==> src/rtl/xtea_arb.sv <==
// Two-requester round-robin front end for a single XTEA core, one operation in flight.
// Define XTEA_ARB_TIMEOUT_EN to add the WAIT-state watchdog that aborts a hung core.
module xtea_arb #(
  parameter logic [7:0] TIMEOUT_CYCLES = 8'd160
) (
  input  logic         clk,
  input  logic         rst_i,
  input  logic         req0_valid_i,
  output logic         req0_ready_o,
  input  logic [63:0]  req0_data_i,
  input  logic [127:0] req0_key_i,
  input  logic         req0_decrypt_i,
  input  logic         req1_valid_i,
  output logic         req1_ready_o,
  input  logic [63:0]  req1_data_i,
  input  logic [127:0] req1_key_i,
  input  logic         req1_decrypt_i,
  output logic         rsp0_valid_o,
  output logic         rsp1_valid_o,
  output logic [63:0]  rsp_data_o,
  output logic         rsp_err_o,
  output logic         core_valid_o,
  output logic         core_en_o,
  output logic [63:0]  core_data_o,
  output logic [127:0] core_key_o,
  output logic         core_decrypt_o,
  input  logic         core_valid_i,
  input  logic [63:0]  core_result_i,
  output logic         core_abort_o
);

  typedef enum logic [1:0] {StIdle, StIssue, StWait, StResp} state_e;

  state_e state_q;
  logic   last_q;
  logic   idx_q;
  logic   grant;
  logic   hs;

  // Tie goes to whoever was not served last; a lone requester always wins.
  always_comb begin
    grant = 1'b0;
    if (req0_valid_i && req1_valid_i) grant = ~last_q;
    else if (req1_valid_i)            grant = 1'b1;
  end

  assign req0_ready_o = (state_q == StIdle) && !grant;
  assign req1_ready_o = (state_q == StIdle) && grant;
  assign hs = (req0_ready_o && req0_valid_i) || (req1_ready_o && req1_valid_i);

`ifdef XTEA_ARB_TIMEOUT_EN
  logic [7:0] wdog_q;
  logic       abort_q;
  logic       err_q;
  logic       timeout;

  assign timeout      = (wdog_q + 8'd1) == TIMEOUT_CYCLES;
  assign core_abort_o = abort_q;
  assign rsp_err_o    = err_q;
`else
  logic unused_timeout;

  assign unused_timeout = ^TIMEOUT_CYCLES;
  assign core_abort_o   = 1'b0;
  assign rsp_err_o      = 1'b0;
`endif

  always_ff @(posedge clk or posedge rst_i) begin
    if (rst_i) begin
      state_q        <= StIdle;
      last_q         <= 1'b1;
      idx_q          <= 1'b0;
      rsp0_valid_o   <= 1'b0;
      rsp1_valid_o   <= 1'b0;
      rsp_data_o     <= '0;
      core_valid_o   <= 1'b0;
      core_en_o      <= 1'b0;
      core_data_o    <= '0;
      core_key_o     <= '0;
      core_decrypt_o <= 1'b0;
`ifdef XTEA_ARB_TIMEOUT_EN
      wdog_q         <= '0;
      abort_q        <= 1'b0;
      err_q          <= 1'b0;
`endif
    end else begin
      core_valid_o <= 1'b0;
      core_en_o    <= 1'b0;
      rsp0_valid_o <= 1'b0;
      rsp1_valid_o <= 1'b0;
`ifdef XTEA_ARB_TIMEOUT_EN
      abort_q      <= 1'b0;
`endif
      unique case (state_q)
        StIdle: begin
          if (hs) begin
            idx_q          <= grant;
            core_data_o    <= grant ? req1_data_i : req0_data_i;
            core_key_o     <= grant ? req1_key_i : req0_key_i;
            core_decrypt_o <= grant ? req1_decrypt_i : req0_decrypt_i;
            core_valid_o   <= 1'b1;
            core_en_o      <= 1'b1;
            state_q        <= StIssue;
          end
        end
        StIssue: begin
`ifdef XTEA_ARB_TIMEOUT_EN
          wdog_q  <= '0;
`endif
          state_q <= StWait;
        end
        StWait: begin
          // A core response in the limit cycle still counts as a normal completion.
          if (core_valid_i) begin
            rsp_data_o   <= core_result_i;
            rsp0_valid_o <= ~idx_q;
            rsp1_valid_o <= idx_q;
`ifdef XTEA_ARB_TIMEOUT_EN
            err_q        <= 1'b0;
`endif
            state_q      <= StResp;
          end
`ifdef XTEA_ARB_TIMEOUT_EN
          else if (timeout) begin
            rsp_data_o   <= '0;
            rsp0_valid_o <= ~idx_q;
            rsp1_valid_o <= idx_q;
            err_q        <= 1'b1;
            abort_q      <= 1'b1;
            state_q      <= StResp;
          end else begin
            wdog_q <= wdog_q + 8'd1;
          end
`endif
        end
        StResp: begin
          last_q  <= idx_q;
          state_q <= StIdle;
        end
        default: state_q <= StIdle;
      endcase
    end
  end

endmodule

==> config.mk <==
export PLATFORM = sky130hd
export DESIGN_NAME = xtea_arb
export DESIGN_NICKNAME = d
export VERILOG_FILES = /design/src/rtl/xtea_arb.sv
export SDC_FILE = /design/constraint.sdc
export NUM_CORES = 1
export LEC_CHECK = 0
export ABC_CLOCK_PERIOD_IN_PS = 12000
export CORE_AREA = 2 2 276 278
export DETAILED_ROUTE_END_ITERATION = 12
export DIE_AREA = 0 0 278 280
export SLEW_MARGIN = 40
export SYNTH_ARGS = -nofsm -noshare
export SYNTH_HDL_FRONTEND = slang
export SYNTH_SLANG_ARGS = --single-unit
==> constraint.sdc <==
create_clock -name clk -period 12 [get_ports clk]
set_clock_uncertainty 0.2 [all_clocks]
set_input_delay 2.4 -clock clk [delete_from_list [all_inputs] [get_ports clk]]
set_output_delay 2.4 -clock clk [all_outputs]
set_load 0.02 [all_outputs]
==> reports/summary.txt, run 1 <==
Syn_area_per_cell: 9.33 um^2
Post_cts resized: 0
Startpoint Class: primary input
CP Cell Sequence: clkdlybuf4s50_1, a21bo_4, buf_6, and2_1, clkdlybuf4s50_1
Slew Limit Fails: 0
Crit path max-delay family: buffers and inverters
P_leak: 0.00830 uW
Register area share after synthesis: 58.2%
Clock Tree Root: clkbuf_16
Post-synth top area share: 57.9%
Max Clk Rate: 0.141 GHz
Count of hold-fix buffers inserted at cts: 0
Count leader, synth: a21oi_1
Initial antenna violation count: 1
Global-route wire length before repair: 72700 um
Share of layout cells above drive strength 1: 7.06%
Core Region: 0.0752 mm^2
Setup CP Type: in -> out
Max H-tree Level: 2
Slowest cell delay on critical path: 630 ps
YS warnings: 0
Drt pass-1 iters: 6
WP buf/inv: 3
# DRC: 0
Reg clk slew, reported paths: 50 ps
Std-Cell Rows: 101
Post-synth ARST share: 100%
I/O pin count: 720
Wire per inst: 17.3 um
Post-DP HPWL: 35200 um
VDD IR max: 0.000182 V
Setup bufs post-CTS: 0
Mapped Cells: 1218
Worst slew pin tran: 798 ps
CTS tree: done
Setup repair after global routing missed its margin: false
Vias per cell: 3.96
Chip height: 280 um
Post-layout min period: 7110 ps
PortBufs: 717
Placed cell area: 0.0195 mm^2
Remaining Overflow, GRT: 0
Starting DRT DRC Count: 469
Number of max-cap violations: 0
Synth area leaders: dfrtp_1 (58%), a21oi_1 (17%), mux2_2 (6.5%)
Initial Util: 15.1%
Die Area: 0.0778 mm^2
Fin area: 0.0205 mm^2
Max-Slew Margin vs Limit: 46.8%
CP Capture Type: output pin
Final Hold Viols: 0
CP most frequent cell: clkdlybuf4s50_1
Power Density: 261 mW/mm^2
Worst path arrival time: 4510 ps
Netlist cell types: 23
Commonest cells post-synth: a21oi_1 (387), dfrtp_1 (263), nor2_1 (195)
# nets final: 2351
Finish-stage setup viols: 0
Clock buffer depth: 3
GRT Total Usage: 12.1%
Via count: 11500
Synthesized flop and latch total: 264
Outcome: completed
Ys flop type: dfrtp_1
Crit Path Max Fanout: 69
Post-synth top area cell: dfrtp_1
Final wirelength: 50000 um
CP max stage cell: clkdlybuf4s50_1
P&R area growth vs syn: 80.7%
Final ANT Viol Nets: 0
Number of global-route vias before repair: 11400
Worst EP required: 9400 ps
Fin crit share: 59.2%
Clock Latency Late Sink: 530 ps
Largest net degree at the start of global routing: 78
Placer Congestion: 0.816
Die Wd: 278 um
Synthesized cell area: 0.0114 mm^2
Clock tree sinks: 264
Hold Crit Class: reg -> reg
Number of synthesized flops with an enable pin: 0
TritonCTS Buffers: 34
Fin Setup TNS: 0 ps
## registers in the layout (all words and copies together), names as in the netlist, 2 cells and up
name	count
core_key_o	128
core_data_o	64
rsp_data_o	64
state_q	2
## stage by stage
stage	cells	util [%]	worst slack, ps	hold slack (ps)	power, uW
global route	2892	27.3	4780	301	5710
detailed placement	2834	25.9	4660	275	4410
finish	2892	27.3	4890	284	5360
floorplan	1219	-	2130	236	3000
CTS	2890	27.3	4660	281	5450
global placement	2834	25.8	4670	281	4400
## cell usage in the layout, fill, tap and decap left out, types with 2 or more instances in the layout
master           instances
mux2_2                  66
buf_6                   10
clkdlybuf4s50_1        717
dfrtp_1                263
conb_1                   2
inv_1                    2
and2_1                   2
nand2_1                193
inv_6                    2
a21oi_1                387
nor2_1                 195
ha_1                     3
clkbuf_1                10
clkbuf_16               35
buf_4                    5
clkinv_2                 4
clkbuf_8                 5
## power by group
part	total (uW)	switching, uW	internal, uW
Sequential	1610	260	1350
Clock	986	402	585
Combinational	2760	1490	1270
Total	5360	2160	3210
## area by class of cell
cell class	count	area [um^2]
Timing Repair Buffer	733	7350
Multi-Input combinational cell	856	4280
Clock inverter	6	58.8
Sequential cell	264	6610
Inverter	4	27.5
Antenna cell	1	2.50
Clock buffer	50	982
Fill cell	8062	54700
Tap cell	978	1220
## layer usage
layer / wire [um] / global-route usage (%) / up-vias
met5: 0 / 0 / -
met4: 1700 / 4.74 / 0
met3: 4530 / 4.41 / 75
met2: 23500 / 19.8 / 485
met1: 20200 / 14.6 / 5486
li1: - / - / 5417
## logic make-up (layout without fill, tap and decap cells)
group | count (synthesis) | after routing | synth area share, %
AOI/OAI and AO/OA | 392 | 392 | 17.5
other | 1 | 3 | 0.0330
buffers and inverters | 99 | 793 | 4.38
DFF | 264 | 264 | 58.2
and+or+nand+nor | 393 | 393 | 13.1
adders and majority gates | 3 | 3 | 0.331
muxes | 66 | 66 | 6.54
## worst paths after layout
check	startpoint	end	slack, ps	cells after the start
setup / recovery	req0_valid_i	req0_ready_o	4890	5
hold / removal	idx_q	rsp0_valid_o	280	1
hold reg to reg	idx_q	rsp0_valid_o	280	1
setup reg to reg	state_q[0]	core_data_o[41]	9180	7
max in group asynchronous	rst_i	rsp_data_o[26]	7830	4
min in group asynchronous	rst_i	core_key_o[11]	2170	2
Power figures use the tool's default switching activity.
==> inputs of run 2 (changes only) <==
--- a/config.mk
+++ b/config.mk
@@ -5,7 +5,7 @@
 export SDC_FILE = /design/constraint.sdc
 export NUM_CORES = 1
 export LEC_CHECK = 0
-export ABC_CLOCK_PERIOD_IN_PS = 12000
+export ABC_CLOCK_PERIOD_IN_PS = 7350
 export CORE_AREA = 2 2 276 278
 export DETAILED_ROUTE_END_ITERATION = 12
 export DIE_AREA = 0 0 278 280
==> constraint.sdc (replaced) <==
create_clock -name clk -period 7.35 [get_ports clk]
set_clock_uncertainty 0.2 [all_clocks]
set_input_delay 1.47 -clock clk [delete_from_list [all_inputs] [get_ports clk]]
set_output_delay 1.47 -clock clk [all_outputs]
set_load 0.02 [all_outputs]
==> run 2 against run 1 <==
Setup slack worse by 2700 ps. Via count increased by 0.12%. First-iteration DRC count increased by 13%. Combinational power rose by 64%. Design area rose by 0.35%. Power grew 64%. Sequential share of layout area decreased by 0.11 points. Core utilization increased by 0.095 points. Highest routed layer is now met5. Largest cell class unchanged.
==> reports/summary.txt, run 2 (same netlist as run 1, synthesis figures left out) <==
Power Density: 427 mW/mm^2
TritonCTS Buffers: 35
Via count: 11500
P&R area growth vs syn: 81.4%
Slew Limit Fails: 0
Number of max-cap violations: 0
Met2 wire length: 24000 um
Initial Util: 15.1%
Starting DRT DRC Count: 529
Post-DP HPWL: 35100 um
Reg clk slew, reported paths: 50 ps
P_leak: 0.00834 uW
Post-layout min period: 5160 ps
Global-route wire length before repair: 72600 um
CTS tree: done
Final wirelength: 49500 um
Count of hold-fix buffers inserted at cts: 0
Clock Latency Late Sink: 530 ps
Fin crit share: 70.2%
Post_cts resized: 0
GRT Total Usage: 12.1%
Clk pwr share: 18.5%
Initial antenna violation count: 2
I/O pin count: 720
Internal power: 5240 uW
Worst setup margin: 2190 ps
Share of layout cells above drive strength 1: 7.42%
Wire per inst: 17.1 um
WL met1: 19300 um
Setup bufs post-CTS: 0
Dpl ws: 2160 ps
Number of global-route vias before repair: 11500
Regs by FF count: core_key_o (128), core_data_o (64), rsp_data_o (64)
Clock buffer depth: 3
Worst EP required: 5680 ps
Most frequent cells in the layout: clkdlybuf4s50_1 (717), a21oi_1 (387), dfrtp_1 (263), nor2_1 (195), nand2_1 (193)
Clock tree sinks: 264
PortBufs: 717
Std-Cell Rows: 101
Outcome: completed
# DRC: 0
Setup CP Type: in -> out
Max Used Layer: met5
CP Capture Type: output pin
Max-Slew Margin vs Limit: 49.0%
Max reg flops: 128
Most common cell after layout, fill and taps aside: clkdlybuf4s50_1
Drt pass-1 iters: 5
Crit Path Max Fanout: 47
Max Clk Rate: 0.194 GHz
Placer Congestion: 0.817
Final ANT Viol Nets: 0
Startpoint Class: primary input
Vias per cell: 3.97
Switch share: 40.4%
Biggest register: core_key_o
Finish-stage setup viols: 0
Hold Crit Class: reg -> reg
# nets final: 2351
Flop pwr share: 30.1%
Die Area: 0.0778 mm^2
Chip height: 280 um
VDD IR max: 0.000315 V
P_sw: 3550 uW
Worst path arrival time: 3490 ps
Core Region: 0.0752 mm^2
WL met3: 4400 um
Largest net degree at the start of global routing: 137
Remaining Overflow, GRT: 0
Core Util, Final: 27.4%
Max H-tree Level: 2
Worst slew pin tran: 765 ps
Fin Setup TNS: 0 ps
Setup repair after global routing missed its margin: false
Clock Tree Root: clkbuf_16
Die Wd: 278 um
Combinational share of power: 51.4%
Final Hold Viols: 0
==> run 2: cell types whose count changed in the layout (fill, tap and decap cells not counted) <==
cell        change
clkinvlp_4      +1
clkinv_2        +6
buf_6           -9
bufinv_16       -1
buf_4           +2
clkbuf_1        -6
inv_8           -1
clkbuf_8        +3
buf_16          +3
buf_12          +3
==> run 2: worst paths after layout <==
path | start | end | slack [ps] | cells past startpoint
max | req0_valid_i | req0_ready_o | 2190 | 4
min | idx_q | rsp0_valid_o | 300 | 1
max reg2reg | state_q[0] | core_key_o[55] | 4360 | 7
min reg2reg | idx_q | rsp0_valid_o | 300 | 1
max in group asynchronous | rst_i | core_key_o[66] | 4910 | 4
min in group asynchronous | rst_i | core_data_o[24] | 1200 | 3
==> run 2: final cells by class <==
type	instances	area [um^2]
clock buffers	47	1000
diodes	1	2.50
clock inverters	11	58.8
inverters	4	23.8
repair buffers	732	7400
multi-input cells	856	4280
fillers	8007	54600
flip-flops and latches	264	6610
well taps	978	1220
==> run 2: routing by layer <==
metal  vias to the layer above  global-route usage [%]
li1                       5410                       -
met1                      5483                    14.3
met2                       502                    20.0
met3                        80                    4.29
met4                         2                    5.11
met5                         -                       0
==> run 2: power by group through the flow <==
stage / clock [uW] / sequential (uW) / combinational, uW
global placement: 0 / 2640 / 4530
detailed placement: 0 / 2670 / 4540
global route: 1750 / 2730 / 4860
floorplan: 0 / 3470 / 1430
finish: 1620 / 2650 / 4520
CTS: 1700 / 2650 / 4560
==> run 2: critical path, cell delays in order <==
cell and delay, ps:
clkdlybuf4s50_1 620, a21bo_4 550, and2_1 210, clkdlybuf4s50_1 600
==> run 2: metrics by stage <==
stage / cell area [um^2] / hold slack [ps] / total power (uW) / cells
3_3_place_gp: 19500 / 281 / 7170 / 2831
6_report: 20600 / 299 / 8790 / 2893
3_5_place_dp: 19500 / 292 / 7210 / 2831
2_1_floorplan: 11400 / 236 / 4910 / 1219
5_1_grt: 20600 / 310 / 9340 / 2893
4_1_cts: 20500 / 305 / 8910 / 2889
